File: src/rtl/pe_pkg.sv
// Shared PE types: unary op codes and the per-operand side info that travels
// from the variable generator to var_restore.
package pe_pkg;

  localparam int PE_MUL_BW = 16;
  localparam int PE_FRA_BW = 10;
  localparam int PE_XI_BW  = PE_MUL_BW - PE_FRA_BW;

  typedef enum logic [1:0] {
    UNO_GEMM = 2'b00,
    UNO_DIV  = 2'b01,
    UNO_EXP  = 2'b10,
    UNO_LOG  = 2'b11
  } uno_op_e;

  // An all-zero entry decodes as a plain gemm pass-through.
  typedef struct packed {
    uno_op_e                op;
    logic [4:0]             s;
    logic [PE_XI_BW-1:0]    xi;
    logic                   x_le0;
  } side_info_t;

endpackage

File: src/rtl/var_restore_if.sv
// Operand/result bus between the PE datapath and var_restore.
interface var_restore_if #(parameter int MUL_BW = 16);

  logic [1:0]               gemm_uno;
  logic signed [MUL_BW-1:0] x_i;
  logic                     x_vld_i;
  logic signed [MUL_BW-1:0] res_i;
  logic                     res_vld_i;
  logic                     err_clr_i;
  logic signed [MUL_BW-1:0] res_o;
  logic                     res_vld_o;
  logic                     ovf_o;
  logic                     full_o;
  logic [1:0]               err_o;

  modport master (
    output gemm_uno, x_i, x_vld_i, res_i, res_vld_i, err_clr_i,
    input  res_o, res_vld_o, ovf_o, full_o, err_o
  );

  modport slave (
    input  gemm_uno, x_i, x_vld_i, res_i, res_vld_i, err_clr_i,
    output res_o, res_vld_o, ovf_o, full_o, err_o
  );

endinterface

File: src/rtl/priority_enc_16.sv
// Leading-zero count of a 16-bit word; an all-zero word reports 16.
module priority_enc_16 (
  input  logic [15:0] din,
  output logic [4:0]  lz
);

  always_comb begin
    lz = 5'd16;
    for (int i = 0; i < 16; i++) begin
      if (din[i]) lz = 5'(15 - i);
    end
  end

endmodule

File: src/rtl/uno_side_fifo.sv
// Synchronous side-info FIFO; a push into a full FIFO survives only when a pop
// frees a slot in the same cycle, and a pop never sees a same-cycle push.
module uno_side_fifo #(
  parameter int  DEPTH = 4,
  parameter type T     = logic [7:0]
) (
  input  logic clk,
  input  logic rst_n,
  input  logic push,
  input  T     din,
  input  logic pop,
  output T     dout,
  output logic full,
  output logic empty,
  output logic drop,
  output logic under
);

  localparam int AW = $clog2(DEPTH);
  localparam logic [AW:0] FULL_CNT = DEPTH[AW:0];

  T            mem [DEPTH];
  logic [AW-1:0] wr_ptr, rd_ptr;
  logic [AW:0]   count;
  logic          do_push, do_pop;

  assign full    = (count == FULL_CNT);
  assign empty   = (count == '0);
  assign do_pop  = pop & ~empty;
  assign do_push = push & (~full | do_pop);
  assign drop    = push & full & ~do_pop;
  assign under   = pop & empty;
  assign dout    = mem[rd_ptr];

  always_ff @(posedge clk or negedge rst_n) begin
    if (!rst_n) begin
      wr_ptr <= '0;
      rd_ptr <= '0;
      count  <= '0;
    end else begin
      if (do_push) wr_ptr <= wr_ptr + AW'(1);
      if (do_pop)  rd_ptr <= rd_ptr + AW'(1);
      count <= count + {{AW{1'b0}}, do_push} - {{AW{1'b0}}, do_pop};
    end
  end

  always_ff @(posedge clk) begin
    if (do_push) mem[wr_ptr] <= din;
  end

endmodule

File: src/rtl/var_restore.sv
// Rescales polynomial results back to true div/exp/log values (base 2) using
// side info captured when the operand entered the generator.
module var_restore
  import pe_pkg::*;
#(
  parameter int INT_BW = 5,
  parameter int FRA_BW = 10,
  parameter int MUL_BW = 16,
  parameter int DEPTH  = 4
) (
  input logic           clk,
  input logic           rst_n,
  var_restore_if.slave  bus
);

  localparam int WIDE = MUL_BW + 16;
  localparam logic signed [WIDE-1:0] SAT_MAX = {{(WIDE-MUL_BW+1){1'b0}}, {(MUL_BW-1){1'b1}}};
  localparam logic signed [WIDE-1:0] SAT_MIN = {{(WIDE-MUL_BW+1){1'b1}}, {(MUL_BW-1){1'b0}}};

  // Result is {ovf, value}.
  function automatic logic [MUL_BW:0] saturate(input logic signed [WIDE-1:0] v);
    if (v > SAT_MAX) return {1'b1, SAT_MAX[MUL_BW-1:0]};
    if (v < SAT_MIN) return {1'b1, SAT_MIN[MUL_BW-1:0]};
    return {1'b0, v[MUL_BW-1:0]};
  endfunction

  // Any nonzero value shifted left by 16 or more is already out of range.
  function automatic logic [MUL_BW:0] shift_sat(input logic signed [MUL_BW-1:0] r,
                                                input logic signed [7:0]        k);
    logic signed [WIDE-1:0] w;
    logic [7:0]             amt;
    w = WIDE'(r);
    if (k < 8'sd0) begin
      amt = 8'(-k);
      return saturate(w >>> amt);
    end
    if (k >= 8'sd16) begin
      if (r == '0) return '0;
      return r[MUL_BW-1] ? {1'b1, SAT_MIN[MUL_BW-1:0]} : {1'b1, SAT_MAX[MUL_BW-1:0]};
    end
    return saturate(w <<< k[3:0]);
  endfunction

  logic [4:0]  lz;
  side_info_t  push_info, pop_info;
  logic        fifo_full, fifo_empty, fifo_drop, fifo_under;

  priority_enc_16 u_penc (
    .din (bus.x_i),
    .lz  (lz)
  );

  always_comb begin
    push_info.op    = uno_op_e'(bus.gemm_uno);
    push_info.s     = lz;
    push_info.xi    = bus.x_i[MUL_BW-1:FRA_BW];
    push_info.x_le0 = bus.x_i[MUL_BW-1] | (bus.x_i == '0);
  end

  uno_side_fifo #(.DEPTH(DEPTH), .T(side_info_t)) u_fifo (
    .clk   (clk),
    .rst_n (rst_n),
    .push  (bus.x_vld_i),
    .din   (push_info),
    .pop   (bus.res_vld_i),
    .dout  (pop_info),
    .full  (fifo_full),
    .empty (fifo_empty),
    .drop  (fifo_drop),
    .under (fifo_under)
  );

  assign bus.full_o = fifo_full;

  always_ff @(posedge clk or negedge rst_n) begin
    if (!rst_n) bus.err_o <= 2'b00;
    else        bus.err_o <= (bus.err_clr_i ? 2'b00 : bus.err_o) | {fifo_drop, fifo_under};
  end

  // Stage A: pop side info alongside the raw result; empty pops become gemm.
  logic                     vld_p0;
  logic signed [MUL_BW-1:0] res_p0;
  side_info_t               side_p0;

  always_ff @(posedge clk or negedge rst_n) begin
    if (!rst_n) vld_p0 <= 1'b0;
    else        vld_p0 <= bus.res_vld_i;
  end

  always_ff @(posedge clk) begin
    if (bus.res_vld_i) begin
      res_p0  <= bus.res_i;
      side_p0 <= fifo_empty ? '0 : pop_info;
    end
  end

  // Stage B: shift / offset and saturate.
  logic signed [7:0]      k_div, k_exp;
  logic signed [WIDE-1:0] log_sum;
  logic [MUL_BW:0]        stage_b;

  assign k_div   = 8'(side_p0.s) - 8'(INT_BW);
  assign k_exp   = 8'(signed'(side_p0.xi));
  assign log_sum = WIDE'(res_p0) + ((WIDE'(INT_BW) - WIDE'(side_p0.s)) <<< FRA_BW);

  always_comb begin
    stage_b = {1'b0, res_p0};
    case (side_p0.op)
      UNO_DIV: stage_b = side_p0.x_le0 ? {1'b1, SAT_MAX[MUL_BW-1:0]} : shift_sat(res_p0, k_div);
      UNO_EXP: stage_b = shift_sat(res_p0, k_exp);
      UNO_LOG: stage_b = side_p0.x_le0 ? {1'b1, SAT_MIN[MUL_BW-1:0]} : saturate(log_sum);
      default: stage_b = {1'b0, res_p0};
    endcase
  end

  always_ff @(posedge clk or negedge rst_n) begin
    if (!rst_n) begin
      bus.res_vld_o <= 1'b0;
      bus.res_o     <= '0;
      bus.ovf_o     <= 1'b0;
    end else begin
      bus.res_vld_o <= vld_p0;
      if (vld_p0) {bus.ovf_o, bus.res_o} <= stage_b;
    end
  end

endmodule
File: src/flat_wrapper.sv
// flat-port wrapper written by rule: the top's interface ports become plain ports
module var_restore_flat import pe_pkg::*;
#(
  parameter int INT_BW = 5,
  parameter int FRA_BW = 10,
  parameter int MUL_BW = 16,
  parameter int DEPTH  = 4
)
  (clk, rst_n, bus_gemm_uno, bus_x_i, bus_x_vld_i, bus_res_i, bus_res_vld_i, bus_err_clr_i, bus_res_o, bus_res_vld_o, bus_ovf_o, bus_full_o, bus_err_o);
  var_restore_if #(.MUL_BW(MUL_BW)) bus_i ();
  input logic clk;
  input logic rst_n;
  input wire logic [$bits(bus_i.gemm_uno)-1:0] bus_gemm_uno;
  input wire logic [$bits(bus_i.x_i)-1:0] bus_x_i;
  input wire logic [$bits(bus_i.x_vld_i)-1:0] bus_x_vld_i;
  input wire logic [$bits(bus_i.res_i)-1:0] bus_res_i;
  input wire logic [$bits(bus_i.res_vld_i)-1:0] bus_res_vld_i;
  input wire logic [$bits(bus_i.err_clr_i)-1:0] bus_err_clr_i;
  output wire logic [$bits(bus_i.res_o)-1:0] bus_res_o;
  output wire logic [$bits(bus_i.res_vld_o)-1:0] bus_res_vld_o;
  output wire logic [$bits(bus_i.ovf_o)-1:0] bus_ovf_o;
  output wire logic [$bits(bus_i.full_o)-1:0] bus_full_o;
  output wire logic [$bits(bus_i.err_o)-1:0] bus_err_o;
  assign bus_i.gemm_uno = bus_gemm_uno;
  assign bus_i.x_i = bus_x_i;
  assign bus_i.x_vld_i = bus_x_vld_i;
  assign bus_i.res_i = bus_res_i;
  assign bus_i.res_vld_i = bus_res_vld_i;
  assign bus_i.err_clr_i = bus_err_clr_i;
  assign bus_res_o = bus_i.res_o;
  assign bus_res_vld_o = bus_i.res_vld_o;
  assign bus_ovf_o = bus_i.ovf_o;
  assign bus_full_o = bus_i.full_o;
  assign bus_err_o = bus_i.err_o;
  var_restore #(.INT_BW(INT_BW), .FRA_BW(FRA_BW), .MUL_BW(MUL_BW), .DEPTH(DEPTH)) u_core (.clk(clk), .rst_n(rst_n), .bus(bus_i));
endmodule
File: config.mk
export PLATFORM = sky130hd
export DESIGN_NAME = var_restore_flat
export DESIGN_NICKNAME = d
export VERILOG_FILES = /design/src/rtl/pe_pkg.sv /design/src/rtl/var_restore_if.sv /design/src/rtl/priority_enc_16.sv /design/src/rtl/uno_side_fifo.sv /design/src/rtl/var_restore.sv /design/src/flat_wrapper.sv
export SDC_FILE = /design/constraint.sdc
export NUM_CORES = 1
export LEC_CHECK = 0
export CAP_MARGIN = 10
export CORE_UTILIZATION = 59
export DETAILED_ROUTE_END_ITERATION = 8
export GPL_TIMING_DRIVEN = 0
export HOLD_SLACK_MARGIN = 0.06
export PLACE_DENSITY = 0.79
export SETUP_SLACK_MARGIN = 0.05
export SYNTH_ARGS = -nofsm -noshare
export SYNTH_HDL_FRONTEND = slang
export SYNTH_HIERARCHICAL = 1
export SYNTH_SLANG_ARGS = --single-unit
File: constraint.sdc
create_clock -name clk -period 5.3 [get_ports clk]
set_input_delay 1.06 -clock clk [delete_from_list [all_inputs] [get_ports clk]]
set_output_delay 1.06 -clock clk [all_outputs]
set_load 0.02 [all_outputs]
==> run metrics <==
Final min period=5116 ps; vias per cell=7.324; Num CTS Buffers=17; Placed Instances=1,359; CP Cell Sequence=buf_2, clkbuf_4, inv_1, clkbuf_2, ha_1, buf_2, clkbuf_2, nand2_1, nor2_1, xnor2_2, o2111ai_1, clkbuf_1, nor3_1, o211ai_1, o21ai_1, a21oi_1; first-pass GRT wire length=56.65 mm; crit path from=u_core/side_p0[7]$_SDFFCE_PP0P_; r2r worst-path depth=16; Main synth FF type=edfxtp_1; status=finished, final reports clean; pwr dens=690.6 mW/mm^2; top cell type by total area after synthesis=edfxtp_1; Die Area=0.01751 mm^2; Post-synth top cells=nand2_1, nor2_1, edfxtp_1; worst hold start=u_core/vld_p0$_DFF_PN0_; Final nets=1,217; post-CTS sizing=1; row count=47; GPL Wtd Cong=1.038; Slew Limit Fails=0; Worst-path clk slew=60 ps; Post-synth EDFFs=86; Worst-Skew Late Latency=430 ps; library cells used by synthesis=88; CTS tree=built; wire per inst=26.57 um; crit share post-route=96.53%; Finished Cell Area=0.01165 mm^2; sequential fraction of the synthesis area=32.75%; port bufs=59; slowest cell delay on critical path=520 ps; ys async rst share=24.56%; Crit. End Element=register; number of global-route vias before repair=9,827; fin cells=1,393; layout cells sized above 1=13.05%; Yosys reg bits=114; clk buf depth=2; estimated wirelength of the detail-placed design=25.92 mm; Area growth syn-to-layout=16.23%; initial antenna violation count=1; Placed Instance Area=0.01091 mm^2; GRT Total Usage=42.90%; # IOs=60; max-cap violations=0; Die X=132.3 um; Worst Clk Skew=14.22 ps; CTS Sinks=114; leakage=4.232 nW; root buf cell=clkbuf_16; relative slew slack=30.07%; Crit-path slowest cell=o2111ai_1; reg2reg start=u_core/side_p0[7]$_SDFFCE_PP0P_; Initial DRC Count=1,558; CP required=5590 ps; H-tree depth=4; Die Ht=132.3 um; CP max FO=11; Setup-failing EPs final=0; Setup Buffers After CTS=0; critical path class=register to register; CORE AREA=0.01658 mm^2; Worst Hold Class=register to register; final hold vios=0; Least-Margin Pin Slew=1041 ps; setup TNS=0 ps; CP arrival=5410 ps; Synth Cell Area=0.01002 mm^2; Post-DRT Antenna Nets=0; fmax=0.1955 GHz; WL final=37.01 mm; syn avg cell area=9.289 um^2; top-area cell type share of the netlist area=25.76%; Hold Path Depth=0; Starting Density=60.44%; First-pass DRT Iterations=7; Via Count=10.20k; type of origin of the critical path=register; Peak VDD IR=0.0004181 V; DRC violations left=0; pin count of the biggest net entering global routing=35; Post-CTS Hold Buffers=0; YS warnings=6; most frequent cell after synthesis=nand2_1; Net Count, Synth=1,137; unrepaired setup endpoints after global routing=false; main area contributors after synthesis=edfxtp_1, mux4_2, dfrtp_1; grt total ovfl=0; Post-Syn Instances=1,079
==> layout make-up <==
class / instances / area [um^2]
well taps: 220 / 275.3
clock buffers: 18 / 439.2
repair buffers: 61 / 618.1
flip-flops and latches: 114 / 3283
fillers: 1278 / 4933
inverters: 30 / 112.6
diodes: 1 / 2.502
clock inverters: 14 / 249.0
multi-input cells: 834 / 6236
plain buffers: 101 / 434.2
==> state kept, by name, indices dropped and copies added, names as in the netlist, 2 cells and up <==
signal / cells
u_core/bus.res_o: 16
u_core/side_p0: 8
u_core/res_p0: 16
u_core/u_fifo/mem: 56
u_core/k_exp: 6
u_core/bus.err_o: 2
u_core/u_fifo/rd_ptr: 2
u_core/u_fifo/count: 3
u_core/u_fifo/wr_ptr: 2
==> routing by layer <==
layer  GRT usage (%)  up-vias  wire length, um
met3           10.92      230             4369
met4           28.29        0             2756
met2           65.88      879            16400
met5           1.111        -                0
li1                -     4330                -
met1           53.70     4764            13490
==> worst max-delay path: cells and delay by family (launching register included) <==
family                   cells  cell delay (ps)
adder cells (fa/ha/maj)      1              420
flip-flops                   1              360
AO/OA/AOI/OAI                4             1070
buffers and inverters        7             1730
AND/OR/NAND/NOR              3              890
XOR/XNOR                     1              490
==> cell families after synthesis <==
logic type	after synthesis	share of synthesized area, %
buffers and inverters	131	5.367
flip-flops	114	32.75
XOR/XNOR	17	1.635
adder cells (fa/ha/maj)	19	2.522
AO/OA/AOI/OAI	339	22.57
AND/OR/NAND/NOR	341	16.88
multiplexers	118	18.27
==> worst paths after layout <==
| kind | end | slack, ps |
|---|---|---|
| worst max register to register | u_core/bus.res_o[11]$_DFFE_PN0P_ | 180 |
| min in group asynchronous | u_core/bus.res_o[8]$_DFFE_PN0P_ | 1050 |
| worst min-delay path | u_core/bus.res_vld_o$_DFF_PN0_ | 370 |
| worst min register to register | u_core/bus.res_vld_o$_DFF_PN0_ | 370 |
| max in group asynchronous | u_core/u_fifo/count[1]$_DFF_PN0_ | 3720 |
| worst max-delay path | u_core/bus.res_o[11]$_DFFE_PN0P_ | 180 |
==> cells in the final DEF, fill, tap and decap left out, drive strengths merged, types with 23 or more instances in the layout <==
cell | netlist | layout
nor3 | 28 | 28
o211ai | 23 | 23
mux4 | 50 | 50
dfrtp | 28 | 28
a21oi | 70 | 70
inv | 29 | 32
nand2 | 100 | 100
nor2b | 26 | 26
edfxtp | 86 | 86
o21ai | 82 | 82
clkdlybuf4s50 | 0 | 58
nor2 | 89 | 89
buf | 31 | 29
clkbuf | 70 | 93
mux2i | 51 | 51
==> power breakdown <==
group          leakage, nW  internal, mW  switching [mW]
Sequential            1.15          1.24           0.189
Combinational         2.75          1.96            3.29
Clock                0.332         0.902           0.468
Total                 4.23          4.10            3.95
==> stage by stage <==
step / total power, mW / util (%) / hold WS [ps] / setup WS [ps]
after floorplan: 4.910 / - / 351.9 / 1326
after global placement: 6.285 / 65.66 / 358.6 / 36.45
after detailed placement: 6.316 / 65.80 / 361.6 / 61.80
after CTS: 7.768 / 69.99 / 376.6 / 134.1
after global routing: 8.378 / 70.24 / 387.4 / 45.72
final: 8.046 / 70.25 / 372.7 / 183.7
(Power assumes the default switching activity.)
